## src/rtl/mult_div_pkg.sv

```systemverilog
// Types shared by the iterative multiplier and divider: FSM state encoding and
// the default iteration-counter width.
package mult_div_pkg;

  typedef enum logic [1:0] {
    StIdle,
    StRun,
    StFix,
    StDone
  } mdState_e;

  localparam int unsigned WIDTH_DEFAULT = 32;
  // Wide enough to hold WIDTH itself, not just WIDTH-1.
  localparam int unsigned CNT_W = $clog2(WIDTH_DEFAULT + 1);

endpackage

```

## src/rtl/mult_abs.sv

```systemverilog
// Combinational conditional two's-complement negate. Used for operand magnitude
// and for the final sign fix of the product.
module mult_abs #(
  parameter int unsigned WIDTH = 32
) (
  input  logic             en,
  input  logic [WIDTH-1:0] a,
  output logic [WIDTH-1:0] y
);

  assign y = en ? (~a + WIDTH'(1)) : a;

endmodule

```

## src/rtl/mult_func.sv

```systemverilog
// Sequential shift-and-add multiplier feeding HI/LO; start/done handshake
// matches the iterative divider.
module mult_func
  import mult_div_pkg::*;
#(
  parameter int unsigned WIDTH = 32
) (
  input  logic             clk,
  input  logic             reset,
  input  logic             start,
  input  logic             is_signed,
  input  logic [WIDTH-1:0] multiplicand,
  input  logic [WIDTH-1:0] multiplier,
  output logic             done,
  output logic             busy,
  output logic [WIDTH-1:0] hi,
  output logic [WIDTH-1:0] lo
);

  localparam int unsigned CntW = $clog2(WIDTH + 1);

  mdState_e             stateQ, stateD;
  logic [2*WIDTH-1:0]   productQ, productD;
  logic [WIDTH-1:0]     mcandQ, mcandD;
  logic [CntW-1:0]      countQ, countD;
  logic                 negQ, negD;
  logic                 doneQ, doneD;

  logic [WIDTH-1:0]     absA, absB;
  logic [2*WIDTH-1:0]   fixProd;
  logic [WIDTH:0]       sum;

  // Most-negative input maps to 2^(WIDTH-1) as an unsigned magnitude, so it stays exact.
  mult_abs #(.WIDTH(WIDTH)) uAbsA (
    .en (is_signed & multiplicand[WIDTH-1]),
    .a  (multiplicand),
    .y  (absA)
  );

  mult_abs #(.WIDTH(WIDTH)) uAbsB (
    .en (is_signed & multiplier[WIDTH-1]),
    .a  (multiplier),
    .y  (absB)
  );

  mult_abs #(.WIDTH(2 * WIDTH)) uFix (
    .en (negQ),
    .a  (productQ),
    .y  (fixProd)
  );

  // Carry bit of the add is kept and shifted into the product's top bit.
  assign sum = {1'b0, productQ[2*WIDTH-1:WIDTH]} + (productQ[0] ? {1'b0, mcandQ} : '0);

  always_comb begin
    stateD   = stateQ;
    productD = productQ;
    mcandD   = mcandQ;
    countD   = countQ;
    negD     = negQ;
    doneD    = doneQ;
    if (start) begin
      mcandD   = absA;
      productD = {{WIDTH{1'b0}}, absB};
      negD     = is_signed & (multiplicand[WIDTH-1] ^ multiplier[WIDTH-1]);
      countD   = CntW'(WIDTH);
      doneD    = 1'b0;
      stateD   = StRun;
    end else begin
      unique case (stateQ)
        StRun: begin
          productD = {sum, productQ[WIDTH-1:1]};
          countD   = countQ - 1'b1;
          if (countQ == CntW'(1)) begin
            stateD = StFix;
          end
        end
        StFix: begin
          productD = fixProd;
          doneD    = 1'b1;
          stateD   = StDone;
        end
        StIdle, StDone: ;
      endcase
    end
  end

  always_ff @(posedge clk or posedge reset) begin
    if (reset) begin
      stateQ   <= StIdle;
      productQ <= '0;
      mcandQ   <= '0;
      countQ   <= '0;
      negQ     <= 1'b0;
      doneQ    <= 1'b0;
    end else begin
      stateQ   <= stateD;
      productQ <= productD;
      mcandQ   <= mcandD;
      countQ   <= countD;
      negQ     <= negD;
      doneQ    <= doneD;
    end
  end

  assign busy = (stateQ == StRun) | (stateQ == StFix);
  assign done = doneQ;
  assign hi   = productQ[2*WIDTH-1:WIDTH];
  assign lo   = productQ[WIDTH-1:0];

endmodule

```

## config.mk

```make
export PLATFORM = sky130hd
export DESIGN_NAME = mult_func
export DESIGN_NICKNAME = d
export VERILOG_FILES = /design/src/rtl/mult_div_pkg.sv /design/src/rtl/mult_abs.sv /design/src/rtl/mult_func.sv
export SDC_FILE = /design/constraint.sdc
export NUM_CORES = 1
export LEC_CHECK = 0
export CORE_UTILIZATION = 41
export DETAILED_ROUTE_END_ITERATION = 12
export PLACE_DENSITY = 0.65
export SYNTH_ARGS = -nofsm -noshare
export SYNTH_HDL_FRONTEND = slang
export SYNTH_SLANG_ARGS = --single-unit
export TNS_END_PERCENT = 30
```

## constraint.sdc

```tcl
create_clock -name clk -period 4.62 [get_ports clk]
set_clock_uncertainty 0.2 [all_clocks]
set_input_delay 0.924 -clock clk [delete_from_list [all_inputs] [get_ports clk]]
set_output_delay 0.924 -clock clk [all_outputs]
set_load 0.005 [all_outputs]
```

Word-level counts from Yosys, hierarchy flattened. Cells that the tools add are included.

Logic and storage cells: 42. Input bits: 68. Memories kept: 0. Bits in latches: 0. Register bits after elaboration: 106. Memory bits (writable): 0. Memory bits (read-only): 0.

Add/subtract/negate cells: 5. Divide/modulo/power cells: 0. Multiply operators: 0. $lt $le $gt $ge: 0. Shift operators: 0. Mux-type cells: 13. Reduce and logical (&&, ||, !) cells: 5. Bitwise operators: 8. Eq/ne operators: 5.

Operator list (count): $mux W64 (2); $pmux W64 S2 (1); $mux W32 (3); $add A32 B1 Y32 const B (2); $add A64 B1 Y64 const B (1); $not A32 Y32 (2); $not A64 Y64 (1); $add A32 B32 Y33 (1); $mux W6 (2); $eq A6 B1 Y1 const B (1); $ne A3 B3 Y1 const B (2); $sub A6 B1 Y6 const B (1); $mux W2 (2); $pmux W2 S2 (1); $reduce_and A2 Y1 (2); $reduce_bool A2 Y1 (2); $and A1 B1 Y1 (3); $reduce_bool A3 Y1 (1); $eq A2 B1 Y1 const B (1); $eq A2 B2 Y1 const B (1); $mux W1 (2); $or A1 B1 Y1 (1); $xor A1 B1 Y1 (1).

Depth between registers and ports, before layout. Gate-level depths: netlist of run 1.

Word-level depth: 5. Depth in mapped cells: 14. Depth with buffers taken out: 12.

Hierarchy. From an unflattened synthesis of run 1, not the netlist that was laid out.

Cell total of the unflattened synthesis: 1199. Area total of the unflattened synthesis: 10302.4 um2.

Modules (own cells, without submodules): mult_func (area an instance 7099.3 um2, seq. area each 2652.5 um2, instances 1, cells an instance 795); mult_abs at uFix (area an instance 1649.1 um2, seq. area each 0.0 um2, instances 1, cells an instance 206); mult_abs at uAbsA ... (area an instance 777.0 um2, seq. area each 0.0 um2, instances 2, cells an instance 99).

Worst setup path after synthesis of run 1. OpenSTA, ideal clock, no wires.

Path kind: reg2reg. From: register productQ[0]. To: register productQ[58]. Required time: 4296 ps. Arrival time: 3096 ps. Cell stages (with the launch flop): 13. Slack: 1200 ps. Library setup time: 124 ps. Period minus slack after synthesis: 3420 ps. Cells stage by stage: dfrtp_1 > clkbuf_1 > clkbuf_1 > and2_1 > ha_1 > clkbuf_1 > and3_1 > a31o_2 > o221a_2 > or3b_2 > o2111ai_1 > nand2_1 > a211o_1.

Longest elaborated chain between the ends: 5. Elaborated cells on any way between the ends: 7. Classes of those cells: 2 x add/sub; 4 x mux; 1 x bitwise.

RTL lines: start, declared (line mult_func.sv:23) `logic [2*WIDTH-1:0] productQ, productD;`; start signal, assigned (line mult_func.sv:98) `productQ <= productD;`; $not A64 Y64 (line mult_abs.sv:11) `assign y = en ? (~a + WIDTH'(1)) : a;`; $add A64 B1 Y64 (line mult_abs.sv:11); $mux W64 (line mult_abs.sv:11); $pmux W64 S2 * (line mult_func.sv:70) `unique case (stateQ)`; $mux W64 * (line mult_func.sv:62) `if (start) begin`.

Every way passes the cells marked *; elsewhere a longest branch is shown, timed or not. The select of a mux whose other input is x is not followed. A chain may end at the register's enable or synchronous reset.

Worst setup path after layout of run 1.
From: register productQ[0]. To: register productQ[51].

Same word-level chain as after synthesis.

==> results.toml, run 1 <==
[route]
firstDrtPassIters = 5
ant_nets = 0
drc = 0
wl_mm = 27.2
drt-initial-drc-count = 626
avgRoutedWirePerCell_um = 17.4
viasPerCell = 5.85
vias = 9151

[final_layout]
num-nets-final = 1388
fin_util = 0.504
drive_above_1_share = 0.0506
antennaDiodeCount = 0
register_area_um2 = 2650
multiInputGateArea_um2 = 6140
n_fill_cell = 2177
final_cell_count_no_fill = 1565
area_growth_pct = 20.4

[sta]
finalSetupViolations = 0
rsz0062_at_grt = "false"
slew_headroom = 0.301
period_needed_ns = 3.90
hold_violations = 0
worstMarginPinSlew_ns = 1.04
setup_tns_ns = 0
hold_slack_ns = 0.296
period_share = 0.845
finalMaxSlewViolations = 0
clock.fmax_mhz = 256

[global_route]
antenna_found_initial = 0
grt_max_degree = 85
grt_pass1_vias = 8250
grt_use_total = 0.240
grt_overflow = 0
grt_pass1_wl_mm = 43.3

[power]
peakVddDrop_v = 0.000183
pwr-share-seq = 0.329
p_per_area_nw_per_um2 = 456
power.static_leakage_nw = 4.39
combPwrFrac = 0.513
switching_share = 0.434
p_sw_mw = 2.18
pwr-share-clk = 0.158
intPower_mw = 2.85

[clock_network]
cts_max_path_buffers = 2
cts_resized = 0
clock_sinks = 106
clk_pin_slew_worst_paths_ns = 0.08
cts_root_buffer = "clkbuf_16"
clock_latency_ns = 0.37
cts_hold_buf = 0
htreeDepth = 3
postCtsSetupRepairBufs = 0
numCtsBuffers = 9
cts_tree = "done"

[die]
num_rows = 54
initial_core_util = 0.419
die_y_um = 151
core_area_um2 = 21900
die_w_um = 151
pin_count = 134
fp.dieArea_um2 = 22900

[placed_design]
dp_hpwl_mm = 19.9
portBuffers = 133
dpl.cell_count = 1549
gp_congestion = 0.886

[synthesis]
synth_warnings = 0
synth_area_um2 = 9160
syn_nets = 1293
synth_seq_cells = 106
synth.distinct_cells = 69
synth_flop_cell = "dfrtp_1"
synth_edf_count = 0
synth-async-reset-ratio = 1.00
avgSynthCellArea_um2 = 7.73
ys_seq_area_frac = 0.289
syn_inst = 1185

[setup_path]
arrival_ns = 3.92
startpoint_type = "flop"
crit_type = "reg2reg"
end_kind = "flop"
critPathRequiredTime_ns = 4.64
cp_max_fo = 24

[run]
maxCapViolCount = 0

[min_path]
hold_class = "reg2reg"

[run_status]
run_status = "finished clean"
[stage by stage]
stage | setup slack (ns) | power (mW) | instance area (um2)
finish | 0.716 | 5.03 | 11000
global route | 0.318 | 5.42 | 11000
CTS | 0.732 | 5.03 | 11000
detailed placement | 0.726 | 4.22 | 10700
global placement | 0.708 | 4.18 | 10700
floorplan | 0.707 | 3.20 | 9160
[synthesized netlist by cell type, types with 11 or more instances]
library cell / n / area, um2
a21o_1: 18 / 135
nor2_1: 148 / 556
or3_1: 14 / 87.6
o21ai_0: 96 / 480
xnor2_1: 56 / 490
dfrtp_1: 106 / 2650
nand2_1: 88 / 330
nor3_1: 43 / 215
xor2_1: 42 / 368
nor4_1: 24 / 150
and3_1: 14 / 87.6
nand3_1: 16 / 80.1
clkbuf_1: 54 / 203
inv_1: 32 / 120
and2_1: 33 / 206
nand2b_1: 11 / 68.8
a31oi_1: 13 / 81.3
a21oi_1: 125 / 626
o31ai_1: 16 / 120
mux2i_1: 13 / 130
ha_1: 39 / 488
a211oi_1: 17 / 128
[path summary, 6_finish.rpt]
check	slack (ns)	end	startpoint	cells past startpoint
setup reg to reg	0.72	productQ[51]	productQ[0]	12
max in group asynchronous	2.58	productQ[10]	reset	3
hold reg to reg	0.30	done	done	2
min in group asynchronous	0.77	countQ[2]	reset	2
setup / recovery	0.72	productQ[51]	productQ[0]	12
hold / removal	0.30	done	done	2
[cell type report]
class | instances | area share
Clock inverter | 6 | 0.00556
Sequential cell | 106 | 0.240
Timing Repair Buffer | 151 | 0.133
Tap cell | 280 | 0.0318
Inverter | 32 | 0.0111
Clock buffer | 10 | 0.0217
Multi-Input combinational cell | 980 | 0.557
[power by group through the flow]
stage	registers [mW]	logic [mW]	clock network [mW]
floorplan	1.51	1.69	0
global placement	1.66	2.52	0
detailed placement	1.66	2.55	0
CTS	1.65	2.57	0.810
global route	1.70	2.87	0.842
finish	1.65	2.58	0.796
[state kept, by name, indices dropped and copies added, names as in the netlist]
name / flops
done: 1
mcandQ: 32
stateQ: 2
negQ: 1
countQ: 6
productQ: 64
[cell families (layout without fill, tap and decap cells)]
group                    count (synthesis)  after routing  synth area share
buffers and inverters                   99            199            0.0421
adder cells (fa/ha/maj)                 40             40            0.0554
AO/OA/AOI/OAI                          378            378             0.256
multiplexers                            21             21            0.0240
AND/OR/NAND/NOR                        443            443             0.239
flip-flops                             106            106             0.289
XOR/XNOR                                98             98            0.0937
[cell usage in the layout (no fill, tap or decap), types with 9 or more instances in the layout]
cell type / Yosys / final
nor2_1: 148 / 148
inv_1: 32 / 31
xor2_1: 42 / 42
o41ai_1: 10 / 10
and3_1: 14 / 14
clkdlybuf4s50_1: 0 / 132
xnor2_1: 56 / 56
or4_1: 10 / 10
a21o_1: 18 / 18
a221oi_1: 10 / 10
nor4_1: 24 / 24
buf_4: 1 / 19
ha_1: 39 / 38
nand2_1: 88 / 88
mux2i_1: 13 / 13
a21oi_1: 125 / 125
nand2b_1: 11 / 11
a22o_1: 9 / 9
o211ai_1: 9 / 9
o21ai_0: 96 / 96
nor3_1: 43 / 43
or3_1: 14 / 14
o31ai_1: 16 / 16
and2_1: 33 / 33
nand3_1: 16 / 16
nor2b_1: 9 / 9
clkbuf_16: 0 / 9
dfrtp_1: 106 / 106
a31oi_1: 13 / 13
a211oi_1: 17 / 16
[worst max-delay path: stages (launching register included)]
cell and delay, ns:
dfrtp_1 0.62, and2_1 0.30, ha_1 0.21, inv_1 0.08, fa_1 0.18, nor2b_1 0.07, o31ai_1 0.46, a21oi_1 0.22
a2111oi_0 0.80, nor3_1 0.17, o22ai_1 0.18, xor2_1 0.17, o211ai_1 0.10
[per-layer routing]
metal,GRT usage,vias up,wire (um)
met5,0,-,0
met3,0.0275,27,1540
met2,0.384,277,12400
li1,-,4510,-
met1,0.338,4337,12800
met4,0.0733,0,482
(Power assumes the default switching activity.)
==> run 2, diff against run 1 <==
==> constraint.sdc (replaced) <==
create_clock -name clk -period 3.7 [get_ports clk]
set_clock_uncertainty 0.2 [all_clocks]
set_input_delay 0.74 -clock clk [delete_from_list [all_inputs] [get_ports clk]]
set_output_delay 0.74 -clock clk [all_outputs]
set_load 0.005 [all_outputs]
==> run 2 against run 1 <==
Sequential cell count did not move. Register-to-register slack got worse by 0.45 ns. Utilization grew 1.3 points. Total power increased by 28%. Global-route usage grew 0.90 points. Cell count grew 2.3%. Wire length rose by 1.7%. Sequential power rose by 22%. Clock power is 23% higher. Setup slack got worse by 0.45 ns. Sequential share of layout area down 0.59 points. First-iteration DRC count up 8.0%. Largest cell class unchanged.
==> results.toml, run 2 (synthesis results as in run 1) <==
[setup_path]
critPathRequiredTime_ns = 3.74
path_cells = "or4_1 -> nor4_4 -> nand4_1 -> or3b_2 -> nor4_1 -> mux2_2 -> a22oi_1 -> o21ai_0"
crit_family = "simple AND/OR/NAND/NOR gates"
cp_slowest_stage_delay_ns = 0.67
end_kind = "flop"
slowest_stage = "or4_1"
arrival_ns = 3.47
cp_max_fo = 7
crit_buf_inv = 0
crit_type = "reg2reg"
startpoint_type = "flop"

[die]
die_y_um = 151
fp.dieArea_um2 = 22900
core_area_um2 = 21900
num_rows = 54
die_w_um = 151
initial_core_util = 0.419
pin_count = 134

[placed_design]
gp_congestion = 0.917
place_ws_ns = 0.123
dp_hpwl_mm = 20.6
place_area_um2 = 11000
portBuffers = 133

[final_layout]
top_regs = "productQ: 64 flops, mcandQ: 32 flops, countQ: 6 flops"
area_growth_pct = 23.4
fin_area_um2 = 11300
mostFrequentLayoutCells = "148 x nor2_1, 132 x clkdlybuf4s50_1, 125 x a21oi_1, 105 x dfrtp_1, 96 x o21ai_0"
final_common_cell = "nor2_1"
drive_above_1_share = 0.0772
largest_register_ff_count = 64
top_register = "productQ"
num-nets-final = 1424
antennaDiodeCount = 0
n_fill_cell = 2165

[power]
peakVddDrop_v = 0.000231
fin_total_pwr_mw = 6.42
p_per_area_nw_per_um2 = 568
combPwrFrac = 0.535
power.static_leakage_nw = 4.56
p_sw_mw = 2.78
intPower_mw = 3.64
pwr-share-seq = 0.313
pwr-share-clk = 0.152
switching_share = 0.433

[global_route]
grt_pass1_wl_mm = 44.9
grt_max_degree = 107
busiest_layer = "met2"
gr-usage-met2 = 0.395
met1_usage = 0.358
antenna_found_initial = 0
grt_pass1_vias = 8411
grt_overflow = 0
gr-usage-met3 = 0.0281
grt_use_total = 0.249

[clock_network]
numCtsBuffers = 9
clock_latency_ns = 0.36
cts_tree = "done"
clock_sinks = 106
htreeDepth = 3
clk_pin_slew_worst_paths_ns = 0.08
cts_root_buffer = "clkbuf_16"
cts_max_path_buffers = 2
postCtsSetupRepairBufs = 0

[route]
drc = 0
firstDrtPassIters = 6
wl_mm = 27.7
ant_nets = 0
vias = 9288
viasPerCell = 5.80
drt-initial-drc-count = 676
avgRoutedWirePerCell_um = 17.3

[sta]
period_share = 0.928
slew_headroom = 0.353
hold_violations = 0
clock.fmax_mhz = 291
rsz0062_at_grt = "false"
setup_tns_ns = 0
finalSetupViolations = 0
finalMaxSlewViolations = 0
setup_ws_ns = 0.267
period_needed_ns = 3.43
worstMarginPinSlew_ns = 0.967

[run_status]
run_status = "finished clean"

[run]
maxCapViolCount = 0

[min_path]
hold_class = "reg2reg"
==> run 2: cell count changes in the layout (fill, tap and decap cells not counted), moves of 2 or more <==
cell        delta
buf_4         +35
clkinv_4       -2
clkinvlp_4     +2
inv_6          +2
==> run 2: stage by stage <==
| stage | util | hold slack (ns) | cells |
|---|---|---|---|
| finish | 0.517 | 0.304 | 1601 |
| detailed placement | 0.503 | 0.289 | 1585 |
| CTS | 0.516 | 0.308 | 1601 |
| global placement | 0.503 | 0.282 | 1585 |
| floorplan | - | 0.272 | 1185 |
| global route | 0.517 | 0.338 | 1601 |
==> run 2: worst min-delay path, cell delays in order, from the launching register on <==
cell and delay [ns]:
dfrtp_1 0.35, nor2_1 0.04, nor2_1 0.07
==> run 2: worst paths after layout <==
path / startpoint / to / slack, ns / depth (start not counted)
hold reg to reg: done / done / 0.30 / 2
setup / recovery: productQ[14] / productQ[46] / 0.27 / 8
hold / removal: done / done / 0.30 / 2
setup reg to reg: productQ[14] / productQ[46] / 0.27 / 8
min in group asynchronous: reset / countQ[2] / 0.70 / 3
max in group asynchronous: reset / productQ[28] / 2.16 / 3
==> run 2: cell type report <==
type | count | area [um2] | area share
timing repair buffer | 187 | 1750 | 0.154
sequential | 106 | 2650 | 0.235
clock buffer | 9 | 225 | 0.0199
clock inverter | 7 | 62.6 | 0.00553
multi-input combinational | 980 | 6150 | 0.544
tap | 280 | 350 | 0.0310
inverter | 32 | 124 | 0.0110
==> run 2: per-layer routing <==
layer / vias to the layer above / share of wire
met2: 278 / 0.45
li1: 4582 / -
met1: 4407 / 0.48
met5: - / 0
met4: 0 / 0.015
met3: 21 / 0.055
==> run 2: power groups by stage <==
stage	clock [mW]	combinational, mW	sequential [mW]
floorplan	0	2.11	1.89
global placement	0	3.37	2.01
detailed placement	0	3.41	2.01
CTS	0.996	3.43	2.00
global route	1.04	3.84	2.07
finish	0.977	3.44	2.01
==> run 2: what timing repair did <==
item	in CTS	in global routing
hold buffers	0	0
setup endpoints to repair	0	6
resized for setup	0	2
==> run 3, diff against run 2 <==
--- a/config.mk
+++ b/config.mk
@@ -5,9 +5,12 @@
 export SDC_FILE = /design/constraint.sdc
 export NUM_CORES = 1
 export LEC_CHECK = 0
+export CAP_MARGIN = 5
+export CELL_PAD_IN_SITES_DETAIL_PLACEMENT = 0
+export CELL_PAD_IN_SITES_GLOBAL_PLACEMENT = 1
 export CORE_UTILIZATION = 41
 export DETAILED_ROUTE_END_ITERATION = 12
-export PLACE_DENSITY = 0.65
+export PLACE_DENSITY = 0.84
 export SYNTH_ARGS = -nofsm -noshare
 export SYNTH_HDL_FRONTEND = slang
 export SYNTH_SLANG_ARGS = --single-unit
==> run 3 against run 2 <==
Clock power increased by 1%. Sequential power about the same. Clock-buffer cell count increased by 1. Via count decreased by 0.32%. Cell area increased by 0.29%. Sequential cell count unchanged. Combinational power increased by 1%. Largest power group unchanged. Register-to-register slack got worse by 0.02 ns. Sequential share of layout area decreased by 0.067 points. Global-route usage increased by 0.50 points. Critical endpoint unchanged. First-iteration DRC count increased by 3.3%. Total power increased by 0.56%.
==> results.toml, run 3 (synthesis results as in run 1) <==
[power]
pwr-share-clk = 0.153
intPower_mw = 3.67
switching_share = 0.432
p_sw_mw = 2.79
pwr-share-seq = 0.306
power.static_leakage_nw = 4.57
peakVddDrop_v = 0.000230
combPwrFrac = 0.541
p_per_area_nw_per_um2 = 569

[die]
core_area_um2 = 21900
initial_core_util = 0.419
pin_count = 134
die_w_um = 151
fp.dieArea_um2 = 22900
num_rows = 54
die_y_um = 151

[route]
viasPerCell = 5.77
drt-initial-drc-count = 698
drc = 0
wl_mm = 28.6
ant_nets = 0
vias = 9258
firstDrtPassIters = 5
avgRoutedWirePerCell_um = 17.8

[min_path]
min_to = "mcandQ[25]"
whs_path_depth = 2
hold_class = "reg2reg"
holdCritStartpoint = "mcandQ[25]"

[setup_path]
rr_worst_depth = 8
critPathRequiredTime_ns = 3.74
cp_max_fo = 5
arrival_ns = 3.49
r2r-start = "productQ[16]"
timing.rr.end = "productQ[46]"
end_kind = "flop"
crit_type = "reg2reg"
critPathLaunch = "productQ[16]"
startpoint_type = "flop"
r2r_slack_ns = 0.25

[final_layout]
mostFrequentLayoutCells = "148 x nor2_1, 132 x clkdlybuf4s50_1, 125 x a21oi_1, 105 x dfrtp_1, 96 x o21ai_0"
top_regs = "productQ: 64 flops, mcandQ: 32 flops, countQ: 6 flops"
final_common_cell = "nor2_1"
drive_above_1_share = 0.0801
register_area_um2 = 2650
n_fill_cell = 2135
multiInputGateArea_um2 = 6140
top_register = "productQ"
antennaDiodeCount = 0
area_growth_pct = 23.8
num-nets-final = 1427
final_cell_count_no_fill = 1604
largest_register_ff_count = 64

[placed_design]
dpl.cell_count = 1588
gp_congestion = 0.930
portBuffers = 133
dp_hpwl_mm = 21.0

[clock_network]
numCtsBuffers = 9
postCtsSetupRepairBufs = 0
cts_max_path_buffers = 2
cts_root_buffer = "clkbuf_16"
clock_sinks = 106
cts_tree = "done"
clock_latency_ns = 0.37
clk_pin_slew_worst_paths_ns = 0.09
htreeDepth = 3

[sta]
slew_headroom = 0.317
rsz0062_at_grt = "false"
hold_violations = 0
finalSetupViolations = 0
worstMarginPinSlew_ns = 1.02
clock.fmax_mhz = 290
setup_tns_ns = 0
finalMaxSlewViolations = 0
period_share = 0.933
period_needed_ns = 3.45

[global_route]
grt_pass1_wl_mm = 45.5
grt_max_degree = 107
grt_pass1_vias = 8502
grt_use_total = 0.254
antenna_found_initial = 0
grt_overflow = 0

[run]
maxCapViolCount = 0

[run_status]
run_status = "finished clean"
[run 3: how the worst max path moves through the flow]
stage | to | slack (ns) | depth (start not counted)
finish | productQ[46] | 0.25 | 8
global route | productQ[47] | 0.07 | 13
CTS | productQ[57] | 0.18 | 12
detailed placement | productQ[17] | 0.08 | 9
global placement | productQ[17] | 0.11 | 9
floorplan | productQ[58] | 0.28 | 12
[run 3: final cells by class]
cell class                 count  share of cell area
tap                          280              0.0309
clock buffer                  10              0.0211
clock inverter                 6             0.00441
multi-input combinational    980               0.542
inverter                      32              0.0109
sequential                   106               0.234
timing repair buffer         190               0.157
[run 3: timing repair]
action                                  4_1_cts  5_1_grt
hold buffers                                  0        0
gates resized for setup                       0        2
endpoints found under the setup margin        0        6
[run 3: layer usage]
metal	GRT usage	up-vias	share of wire
met5	0	-	0
met4	0.0584	0	0.013
met3	0.0344	27	0.067
met2	0.397	313	0.44
met1	0.369	4321	0.47
li1	-	4597	-
[run 3: power by group through the flow]
stage | clock network (mW) | registers, mW | logic (mW)
after floorplan | 0 | 1.89 | 2.11
after detailed placement | 0 | 1.99 | 3.45
after global routing | 1.05 | 2.03 | 3.88
after CTS | 1.01 | 1.97 | 3.47
after global placement | 0 | 1.99 | 3.40
final | 0.989 | 1.98 | 3.49
[run 3: critical path: stages (launching register included)]
cell and delay [ns]:
dfrtp_1 0.44, or4_1 0.58, nor4_2 0.38, nand4_1 0.23, or3b_2 0.57, nor4_1 0.29, mux2_2 0.37, a22oi_1 0.15
o21ai_0 0.10
[run 3: through the flow]
step                 util  setup WS [ns]  cell area (um2)  total power, mW  hold WS (ns)
detailed placement  0.505         0.0770            11000             5.44         0.307
finish              0.518          0.247            11300             6.46         0.320
floorplan               -          0.280             9170             3.99         0.272
global route        0.518         0.0653            11300             6.96         0.341
global placement    0.505          0.110            11000             5.39         0.291
CTS                 0.518          0.181            11300             6.46         0.325
